<file path="src/rtl/pwm_multi.sv">
// Multi-channel PWM generator: one shared period counter (edge or center
// aligned), per-channel duty/enable/polarity, double-buffered configuration.
module pwm_multi #(
  parameter int unsigned NUM_CH = 4,
  parameter int unsigned CNT_W  = 16
) (
  input  logic                      clk,
  input  logic                      resetn,
  input  logic [CNT_W-1:0]          period_in,
  input  logic [NUM_CH*CNT_W-1:0]   duty_in,
  input  logic [NUM_CH-1:0]         ch_en_in,
  input  logic [NUM_CH-1:0]         invert_in,
  input  logic                      center_in,
  input  logic                      load,
  output logic                      pending,
  output logic                      period_start,
  output logic [NUM_CH-1:0]         pwm
);

  localparam int unsigned DUTY_W = NUM_CH * CNT_W;
  localparam logic [0:0] DIR_UP   = 1'b0;
  localparam logic [0:0] DIR_DOWN = 1'b1;

  // shadow set (staged by load)
  logic [CNT_W-1:0]  per_s;
  logic [DUTY_W-1:0] duty_s;
  logic [NUM_CH-1:0] en_s;
  logic [NUM_CH-1:0] inv_s;
  logic              ctr_s;

  // active set (used by counter and compare)
  logic [CNT_W-1:0]  per_a;
  logic [DUTY_W-1:0] duty_a;
  logic [NUM_CH-1:0] en_a;
  logic [NUM_CH-1:0] inv_a;
  logic              ctr_a;

  logic [CNT_W-1:0]  ctr;
  logic [CNT_W-1:0]  ctr_nxt;
  logic [0:0]        dir;
  logic [0:0]        dir_nxt;
  logic [CNT_W-1:0]  last;
  logic              term;
  logic              commit;
  logic [NUM_CH-1:0] raw;

  // Counter sequencing, terminal-cycle detection and per-channel compare
  always_comb begin
    ctr_nxt = ctr;
    dir_nxt = dir;
    term    = 1'b0;
    raw     = '0;
    last    = (per_a == '0) ? '0 : per_a - CNT_W'(1);
    if (!ctr_a) begin
      if (ctr >= last) begin
        term    = 1'b1;
        ctr_nxt = '0;
      end else begin
        ctr_nxt = ctr + CNT_W'(1);
      end
    end else if (dir == DIR_UP) begin
      if (ctr >= last) dir_nxt = DIR_DOWN;
      else             ctr_nxt = ctr + CNT_W'(1);
    end else begin
      if (ctr == '0) begin
        term    = 1'b1;
        dir_nxt = DIR_UP;
      end else begin
        ctr_nxt = ctr - CNT_W'(1);
      end
    end
    commit = term & pending;
    // A commit always starts a fresh period, even across a mode change
    if (commit) begin
      ctr_nxt = '0;
      dir_nxt = DIR_UP;
    end
    for (int unsigned i = 0; i < NUM_CH; i++) begin
      raw[i] = en_a[i] & (ctr < duty_a[i*CNT_W +: CNT_W]);
    end
  end

  always_ff @(posedge clk) begin
    if (!resetn) begin
      ctr          <= '0;
      dir          <= DIR_UP;
      per_s        <= '0;
      duty_s       <= '0;
      en_s         <= '0;
      inv_s        <= '0;
      ctr_s        <= 1'b0;
      per_a        <= '0;
      duty_a       <= '0;
      en_a         <= '0;
      inv_a        <= '0;
      ctr_a        <= 1'b0;
      pending      <= 1'b0;
      period_start <= 1'b0;
      pwm          <= '0;
    end else begin
      ctr          <= ctr_nxt;
      dir          <= dir_nxt;
      period_start <= term;
      pwm          <= raw ^ inv_a;
      if (commit) begin
        per_a  <= per_s;
        duty_a <= duty_s;
        en_a   <= en_s;
        inv_a  <= inv_s;
        ctr_a  <= ctr_s;
      end
      // A load coinciding with a commit refills the shadow and keeps pending set
      if (load) begin
        per_s  <= period_in;
        duty_s <= duty_in;
        en_s   <= ch_en_in;
        inv_s  <= invert_in;
        ctr_s  <= center_in;
      end
      pending <= load | (pending & ~term);
    end
  end

endmodule

</file>
<file path="config.mk">
export PLATFORM = sky130hd
export DESIGN_NAME = pwm_multi
export DESIGN_NICKNAME = d
export VERILOG_FILES = /design/src/rtl/pwm_multi.sv
export SDC_FILE = /design/constraint.sdc
export NUM_CORES = 1
export LEC_CHECK = 0
export ABC_AREA = 1
export BUFFER_PORTS_ARGS = -buffer_cell sky130_fd_sc_hd__buf_4
export CORE_MARGIN = 2
export CORE_UTILIZATION = 30
export CTS_CLUSTER_SIZE = 20
export DETAILED_ROUTE_END_ITERATION = 16
export GPL_ROUTABILITY_DRIVEN = 0
export PLACE_DENSITY = 0.52
export RECOVER_POWER = 50
export SLEW_MARGIN = 0
export SYNTH_ARGS = -nofsm -noshare
export SYNTH_HDL_FRONTEND = slang
export SYNTH_SLANG_ARGS = --single-unit
</file>
<file path="constraint.sdc">
create_clock -name clk -period 2.6 [get_ports clk]
set_input_delay 0.52 -clock clk [delete_from_list [all_inputs] [get_ports clk]]
set_output_delay 0.52 -clock clk [all_outputs]
set_load 0.05 [all_outputs]
</file>
==> flow_summary.yaml, run 1 <==
run_status:
  status: "finished with violations"
  violations: "capacitance limit, setup timing"
synth:
  syn_avg_cell_area_um2: 6.84
  yosysSeqAreaShare_pct: 36.1
  synth_area_um2: 11200
  synthTopCellsByArea: "dfxtp_1 (36%), a21oi_1 (10%), nand2_1 (10%), ha_1 (9.1%), inv_1 (7.4%)"
  synth_seq_cells: 201
  syn_nets: 1804
  synth.distinct_cells: 36
  synth_top_area_share_pct: 36.1
  yosysTopAreaCell: "dfxtp_1"
  yosysWarnings: 0
  synth_cells: 1631
die:
  ios: 98
  die_h_um: 197
  dieWidth_um: 197
  start_util_pct: 30.5
  core_um2: 36600
  die_area_um2: 38800
  rows: 70
finish:
  antennaDiodeCount: 0
  layout_commonest_cell: "nand2_1"
  final_nets: 1944
  drive_gt1_share_pct: 22.9
  layout_common_cells: "nand2_1 (287), inv_1 (210), dfxtp_1 (196)"
  area_delta_synth_final_pct: 32.1
power:
  power.total_mw: 18.0
  vdd_ir_drop_max_uv: 628
  power_density_nw_per_um2: 1220
  p_leak_nw: 6.46
grt:
  grt_overflow_total: 0
  grt_pass1_vias: 10300
  grt_max_degree: 103
  antenna_found_initial: 0
  grt_first_pass_wirelength_um: 51300
  grt_use_total_pct: 16.2
routing:
  wl_per_cell_um: 15.1
  wl_um: 34000
  vias_per_cell: 4.80
  vias: 10800
  drc: 0
  drtAntennaViolNets: 0
  first_iter_violations: 578
  drt-pass1-iter-count: 5
sta:
  hold_violations: 0
  rsz0062_at_grt: "yes"
  finalSetupViolations: 108
  max_freq_mhz: 348
  maxSlewHeadroom_pct: 4.39
  fin_worst_skew_ns: 0.0211
  finalCriticalPeriod_ns: 2.87
  tightest_slew_ns: 1.43
  hold_slack_ns: 0.238
  period_share_pct: 110
  worst_slack_ns: -0.270
  slew_violations: 0
placed_design:
  portBuffers: 97
  hpwl_um: 21400
clocking:
  numCtsBuffers: 24
  hold_buffers: 0
  tritoncts: "yes"
  clkSinkCount: 201
  h-tree-depth: 1
  clkLatencyLatePin_ns: 0.53
  clk_pin_slew_ns: 0.06
  cts.path.max_buffers: 3
  root_buffer: "clkbuf_16"
worst_hold_path:
  hp-start: "center_in"
  holdPathEnd: "ctr_s"
  hold_depth: 3
  hp-class: "input pin to flip-flop"
setup_path:
  startpoint_type: "flip-flop"
  r2r_slack_ns: -0.27
  r2r_start: "per_a[1]"
  rr_worst_depth: 23
  crit_fanout: 9
  worstPathArrival_ns: 3.29
  cp-end-kind: "flip-flop"
  critPathKind: "flip-flop to flip-flop"
  cp.required_ns: 3.02
  r2r_end: "duty_a[10]"
job:
  cap_viol_max_count: 1
## flip-flops by register name, indices dropped and copies added (netlist names), 16 cells and up
signal / cells
ctr: 16
duty_a: 64
duty_s: 64
per_a: 16
per_s: 16
## power by group
| group | internal [mW] | switching, mW |
|---|---|---|
| combinational | 5.00 | 6.03 |
| clock | 1.98 | 1.40 |
| sequential | 3.40 | 0.208 |
| total | 10.4 | 7.64 |
## cells by family (layout without fill, tap and decap cells)
| kind of cell | Yosys count | after routing | share of synthesized area [%] |
|---|---|---|---|
| xor gates and xnor gates | 17 | 17 | 1.33 |
| buffers and inverters | 317 | 471 | 12.0 |
| and+or+nand+nor | 652 | 655 | 24.8 |
| adders and majority gates | 81 | 81 | 9.08 |
| DFF | 201 | 201 | 36.1 |
| AOI/OAI and AO/OA | 363 | 363 | 16.8 |
## per-stage QoR
| stage | util, % | TNS [ns] | std cells | area (um^2) | setup WS, ns |
|---|---|---|---|---|---|
| 2_1_floorplan | - | 0 | 1631 | 11200 | 0.00952 |
| 5_1_grt | 40.3 | -45.84 | 2256 | 14700 | -0.462 |
| 3_3_place_gp | 34.8 | -23.11 | 2183 | 12800 | -0.268 |
| 6_report | 40.3 | -22.72 | 2256 | 14700 | -0.270 |
| 3_5_place_dp | 34.8 | -23.06 | 2183 | 12800 | -0.290 |
| 4_1_cts | 37.8 | -19.13 | 2234 | 13800 | -0.244 |
## worst max-delay path, stage by stage, from the launching register on
cell and delay [ns]:
dfxtp_2 0.33, nor2_1 0.10, nand2_1 0.08, inv_2 0.06, nand3_2 0.07, inv_2 0.06
nand2_2 0.04, inv_2 0.07, nand2_4 0.06, buf_4 0.14, xnor2_2 0.16, nand2_2 0.10
ha_4 0.24, nand2_2 0.07, inv_2 0.04, nand2_2 0.06, a21oi_2 0.05, nor2_2 0.17
nand2_4 0.09, nand2_8 0.15, nand2_8 0.16, clkbuf_16 0.23, a21oi_1 0.15, nor2_1 0.06
## synthesized netlist by cell type
cell and number:
o211ai_1 2, buf_12 1, o21ai_0 116, buf_2 12, inv_1 220, nor3_1 8, nand4_4 1, xor2_1 13
nor2_1 173, and3_1 1, nor2_2 3, clkbuf_1 56, inv_2 3, nand4_1 20, o31ai_1 1, buf_8 1
nor4_1 1, dfxtp_1 201, nor3_2 1, nand3b_1 1, nand2_2 6, xnor2_1 4, nand3_1 133, ha_1 81
a21o_1 1, nand2_1 297, a21oi_2 9, buf_4 4, a211oi_1 4, nand2_4 2, nor2_4 2, buf_6 12
o21ai_1 1, buf_1 8, a21oi_1 229, or2_2 3
## worst max path at each step
stage                        start         end  slack [ns]
final                     per_a[1]  duty_a[10]       -0.27
after detailed placement  per_a[1]      ctr[0]       -0.29
after global placement    per_a[1]      ctr[0]       -0.27
after floorplan           per_a[2]   duty_a[2]        0.01
after CTS                 per_a[2]  duty_a[38]       -0.24
after global routing      per_a[1]   per_a[13]       -0.46
## layer usage
| layer | up-vias | track usage (%) | routed length, um |
|---|---|---|---|
| li1 | 5575 | - | - |
| met1 | 4982 | 21.6 | 16200 |
| met2 | 209 | 27.4 | 15600 |
| met3 | 56 | 2.14 | 1390 |
| met4 | 0 | 4.90 | 830 |
| met5 | - | 0 | 0 |
## cell type report
type,count,area (um^2)
Clock inverter,10,109
Multi-Input combinational cell,1116,6490
Sequential cell,201,4030
Clock buffer,33,694
Timing Repair Buffer,205,2000
Inverter,223,838
Tap cell,468,586
Fill cell,3783,21900
## timing repair
item | CTS | global route
gates cloned | 4 | 21
gates resized for setup | 40 | 120
pin swaps | 15 | 37
buffers inserted | 4 | 1
setup endpoints to repair | 108 | 108
(Power assumes the default switching activity.)
==> run 2: changes to the inputs <==
--- a/config.mk
+++ b/config.mk
@@ -7,6 +7,7 @@
 export LEC_CHECK = 0
 export ABC_AREA = 1
 export BUFFER_PORTS_ARGS = -buffer_cell sky130_fd_sc_hd__buf_4
+export CORE_ASPECT_RATIO = 2
 export CORE_MARGIN = 2
 export CORE_UTILIZATION = 30
 export CTS_CLUSTER_SIZE = 20
@@ -14,6 +15,7 @@
 export GPL_ROUTABILITY_DRIVEN = 0
 export PLACE_DENSITY = 0.52
 export RECOVER_POWER = 50
+export REMOVE_ABC_BUFFERS = 1
 export SLEW_MARGIN = 0
 export SYNTH_ARGS = -nofsm -noshare
 export SYNTH_HDL_FRONTEND = slang
==> flow_summary.yaml, run 2 (synthesis gave the netlist of run 1 again) <==
clocking:
  clkLatencyLatePin_ns: 0.53
  clk_pin_slew_ns: 0.06
  numCtsBuffers: 22
  cts.path.max_buffers: 3
  h-tree-depth: 1
  root_buffer: "clkbuf_16"
  clkSinkCount: 201
  tritoncts: "yes"
sta:
  period_share_pct: 111
  fin_worst_skew_ns: 0.0176
  finalCriticalPeriod_ns: 2.90
  tightest_slew_ns: 1.34
  rsz0062_at_grt: "yes"
  max_freq_mhz: 345
  slew_violations: 0
  finalSetupViolations: 108
  worst_slack_ns: -0.297
  maxSlewHeadroom_pct: 9.97
  hold_violations: 0
power:
  power.total_mw: 17.6
  p_leak_nw: 6.51
  power_density_nw_per_um2: 1180
  vdd_ir_drop_max_uv: 668
routing:
  wl_per_cell_um: 14.3
  vias: 10500
  wl_um: 32200
  wl_met2_um: 15900
  drtAntennaViolNets: 0
  wl_met3_um: 922
  routed.top_layer: "met4"
  first_iter_violations: 393
  drt-pass1-iter-count: 5
  drc: 0
  wl_met1_um: 14300
  vias_per_cell: 4.68
die:
  core_um2: 36900
  die_h_um: 277
  rows: 100
  ios: 98
  dieWidth_um: 140
  start_util_pct: 30.2
  die_area_um2: 38900
finish:
  fin_cells: 2249
  post-route-util_pct: 40.2
  layout_commonest_cell: "nand2_1"
  final_nets: 1947
  layout_common_cells: "nand2_1 (261), inv_1 (211), dfxtp_1 (194)"
  drive_gt1_share_pct: 24.9
  largest_registers: "duty_a: 64 flops, duty_s: 64 flops"
  area_delta_synth_final_pct: 32.9
  antennaDiodeCount: 0
run_status:
  violations: "setup timing"
  status: "finished with violations"
grt:
  grt_overflow_total: 0
  grt_first_pass_wirelength_um: 51700
  grt_max_degree: 73
  antenna_found_initial: 0
  grt_use_total_pct: 16.1
  grt_pass1_vias: 10200
setup_path:
  path_cells: "nor2_2, nand2_2, buf_4, nor2_4, nand4_1, buf_6, buf_4, nand3b_1, ha_4, a21oi_2, o21ai_2, nor2_2, nand2_4, buf_6, buf_4, a21oi_1, nand2_4, a21oi_2"
  cp.required_ns: 3.07
  crit_slowest_cell: "dfxtp_1"
  worstPathArrival_ns: 3.36
  crit_fanout: 8
  cp-end-kind: "flip-flop"
  crit_family: "simple AND/OR/NAND/NOR gates"
  startpoint_type: "flip-flop"
  cpPeakStageDelay_ns: 0.32
  critPathKind: "flip-flop to flip-flop"
  cpMostUsedCell: "buf_4"
  crit_buf_inv: 5
worst_hold_path:
  hp-class: "input pin to flip-flop"
placed_design:
  portBuffers: 97
  place_ws_ns: -0.410
  place_inst: 2178
  hpwl_um: 20900
job:
  cap_viol_max_count: 0
[run 2: cell count changes in the layout (fill, tap and decap cells not counted), moves of 6 or more]
| cell | delta |
|---|---|
| nand2_1 | -26 |
| a21oi_1 | -6 |
| nand2_2 | +21 |
| nand2_4 | +8 |
| clkbuf_16 | -7 |
| a21oi_2 | +8 |
[run 2: through the flow]
stage / hold WS (ns) / TNS (ns) / cell area [um^2]
after floorplan: 0.430 / -218.44 / 10700
after CTS: 0.197 / -17.96 / 14200
after global placement: 0.441 / -29.94 / 12800
final: 0.217 / -26.46 / 14800
after global routing: 0.225 / -44.88 / 14800
after detailed placement: 0.446 / -30.57 / 12800
[run 2: timing repair]
action                                 CTS  global route
setup endpoints to repair              108           108
hold buffers                             0             0
setup buffers                           16             2
cloned                                   8             9
pin swaps                               20            46
resized for setup                      104           127
endpoints found under the hold margin    0             0
[run 2: worst min-delay path: cells and delay by family]
kind	cells	cell delay, ns
buf+inv	1	0.07
simple gates	2	0.11
[run 2: metal layers]
| layer | global-route usage [%] | up-vias |
|---|---|---|
| li1 | - | 5568 |
| met1 | 20.2 | 4723 |
| met2 | 27.9 | 171 |
| met3 | 1.75 | 60 |
| met4 | 6.40 | 0 |
| met5 | 0 | - |
[run 2: final timing paths]
check / startpoint / to / slack [ns] / cells after the start
min reg2reg: per_s[5] / per_s[5] / 0.45 / 2
min: center_in / ctr_s / 0.22 / 3
max reg2reg: per_a[11] / ctr[9] / -0.30 / 18
max: per_a[11] / ctr[9] / -0.30 / 18
[run 2: final cells by class]
| type | instances | area [um^2] |
|---|---|---|
| well taps | 459 | 574 |
| fillers | 3899 | 22100 |
| repair buffers | 212 | 2090 |
| clock inverters | 6 | 70.1 |
| multi-input cells | 1114 | 6580 |
| inverters | 223 | 848 |
| flip-flops and latches | 201 | 4040 |
| clock buffers | 34 | 636 |
[run 2: power breakdown]
part           switching (mW)  internal [mW]  total [mW]
logic                    5.72           5.11        10.8
clock network            1.31           1.79        3.10
registers               0.220           3.40        3.62
total                    7.26           10.3        17.6
==> run 3: changes to the inputs <==
--- a/config.mk
+++ b/config.mk
@@ -7,13 +7,15 @@
 export LEC_CHECK = 0
 export ABC_AREA = 1
 export BUFFER_PORTS_ARGS = -buffer_cell sky130_fd_sc_hd__buf_4
+export CELL_PAD_IN_SITES_DETAIL_PLACEMENT = 1
+export CELL_PAD_IN_SITES_GLOBAL_PLACEMENT = 1
 export CORE_ASPECT_RATIO = 2
 export CORE_MARGIN = 2
 export CORE_UTILIZATION = 30
 export CTS_CLUSTER_SIZE = 20
 export DETAILED_ROUTE_END_ITERATION = 16
 export GPL_ROUTABILITY_DRIVEN = 0
-export PLACE_DENSITY = 0.52
+export PLACE_DENSITY = 0.66
 export RECOVER_POWER = 50
 export REMOVE_ABC_BUFFERS = 1
 export SLEW_MARGIN = 0
==> flow_summary.yaml, run 3 (synthesis gave the netlist of run 1 again) <==
setup_path:
  cpPeakStageDelay_ns: 0.35
  r2r_slack_ns: -0.45
  r2r_end: "duty_a[40]"
  cp-end-kind: "flip-flop"
  startpoint_type: "flip-flop"
  cp.required_ns: 3.04
  crit_slowest_cell: "dfxtp_4"
  critPathKind: "flip-flop to flip-flop"
  r2r_start: "per_a[2]"
  worstPathArrival_ns: 3.49
  rr_worst_depth: 25
  crit_fanout: 6
placed_design:
  place_inst: 2174
  portBuffers: 97
  place_ws_ns: -0.472
  hpwl_um: 21900
  placed_area_um2: 12700
finish:
  largest_registers: "duty_a: 64 flops, duty_s: 64 flops"
  layout_commonest_cell: "nand2_1"
  area_delta_synth_final_pct: 31.6
  fin_cells: 2248
  antennaDiodeCount: 0
  final_nets: 1950
  layout_common_cells: "nand2_1 (280), inv_1 (211), dfxtp_1 (193)"
  fin_area_um2: 14700
  drive_gt1_share_pct: 23.4
power:
  power.total_mw: 18.2
  p_leak_nw: 6.46
  p_comb_share_pct: 63.8
  cell_internal_pwr_mw: 10.6
  sw_frac_of_total_pct: 41.6
  seq_power_share_pct: 19.8
  p_clk_share_pct: 16.4
  power_density_nw_per_um2: 1240
  p_switching_mw: 7.55
  vdd_ir_drop_max_uv: 590
clocking:
  cts.path.max_buffers: 3
  root_buffer: "clkbuf_16"
  tritoncts: "yes"
  clkSinkCount: 201
  clkLatencyLatePin_ns: 0.52
  clk_pin_slew_ns: 0.06
  h-tree-depth: 1
  numCtsBuffers: 21
sta:
  slew_violations: 95
  hold_violations: 0
  period_share_pct: 117
  worst_slack_ns: -0.451
  max_freq_mhz: 328
  tightest_slew_ns: 1.72
  setup_tns_ns: -39.80
  finalCriticalPeriod_ns: 3.05
  fin_worst_skew_ns: 0.0238
  finalSetupViolations: 108
  rsz0062_at_grt: "yes"
  maxSlewHeadroom_pct: -14.9
routing:
  wl_met2_um: 17500
  wl_um: 34300
  wl_per_cell_um: 15.3
  drt-pass1-iter-count: 4
  drc: 0
  first_iter_violations: 374
  drtAntennaViolNets: 0
  vias_per_cell: 4.77
  wl_met1_um: 15200
  routed.top_layer: "met5"
  vias: 10700
  wl_met3_um: 1080
grt:
  grt_first_pass_wirelength_um: 55300
  grt_max_degree: 116
  grt_pass1_vias: 10900
  grt_overflow_total: 0
  antenna_found_initial: 1
  grt_use_total_pct: 17.2
die:
  core_um2: 36900
  ios: 98
  rows: 100
  start_util_pct: 30.2
  die_h_um: 277
  dieWidth_um: 140
  die_area_um2: 38900
worst_hold_path:
  holdPathEnd: "ctr_s"
  hp-class: "input pin to flip-flop"
  hp-start: "center_in"
  hold_depth: 3
run_status:
  violations: "capacitance limit, slew limit, setup timing"
  status: "finished with violations"
job:
  cap_viol_max_count: 1
[run 3: changes by cell type in the layout (fill, tap and decap cells not counted), sizes merged]
cell / delta
clkinv: -3
clkinvlp: +2
clkbuf: -4
nand2: +1
buf: +2
bufbuf: +1
[run 3: worst max-delay path by stage]
stage                        start    endpoint  cells past startpoint
after floorplan            pending         dir                      3
after global placement    per_a[1]      ctr[4]                     21
after detailed placement  per_a[1]     ctr[12]                     21
after CTS                 per_a[4]    per_a[4]                     23
after global routing      per_a[2]  duty_a[40]                     23
final                     per_a[2]  duty_a[40]                     25
[run 3: power groups by stage]
| stage | Combinational, mW | Sequential, mW | Clock [mW] |
|---|---|---|---|
| after global routing | 12.7 | 3.62 | 3.19 |
| final | 11.6 | 3.59 | 2.98 |
| after floorplan | 8.67 | 4.42 | 0 |
| after global placement | 6.84 | 3.62 | 0 |
| after detailed placement | 6.96 | 3.62 | 0 |
| after CTS | 10.2 | 3.59 | 3.09 |
[run 3: critical path, delay by kind of cell, from the launching register on]
family / cells / cell delay (ns)
flip-flops: 1 / 0.35
AND/OR/NAND/NOR: 15 / 1.35
AO/OA/AOI/OAI: 1 / 0.07
XOR/XNOR: 1 / 0.14
adder cells (fa/ha/maj): 1 / 0.32
buffers and inverters: 7 / 0.70
[run 3: repair_timing]
item / 4_1_cts / 5_1_grt
buffers inserted: 15 / 4
cloned: 11 / 9
endpoints found under the setup margin: 108 / 108
resized for setup: 128 / 56
pin swaps: 23 / 32
hold buffers: 0 / 0
[run 3: metal layers]
metal / vias to the layer above / GRT usage (%)
met5: - / 0
met4: 2 / 3.76
met3: 35 / 1.87
met2: 123 / 31.3
met1: 5004 / 21.6
li1: 5567 / -
[run 3: layout make-up]
cell class / instances / area (um^2)
multi-input cells: 1115 / 6420
flip-flops and latches: 201 / 4040
well taps: 459 / 574
fillers: 4545 / 22200
repair buffers: 215 / 2170
clock buffers: 30 / 599
clock inverters: 5 / 55.1
inverters: 223 / 841
[run 3: stage by stage]
stage	hold WS [ns]	util, %
global route	0.266	39.8
CTS	0.249	38.7
global placement	0.443	34.4
detailed placement	0.449	34.4
floorplan	0.430	-
finish	0.260	39.8
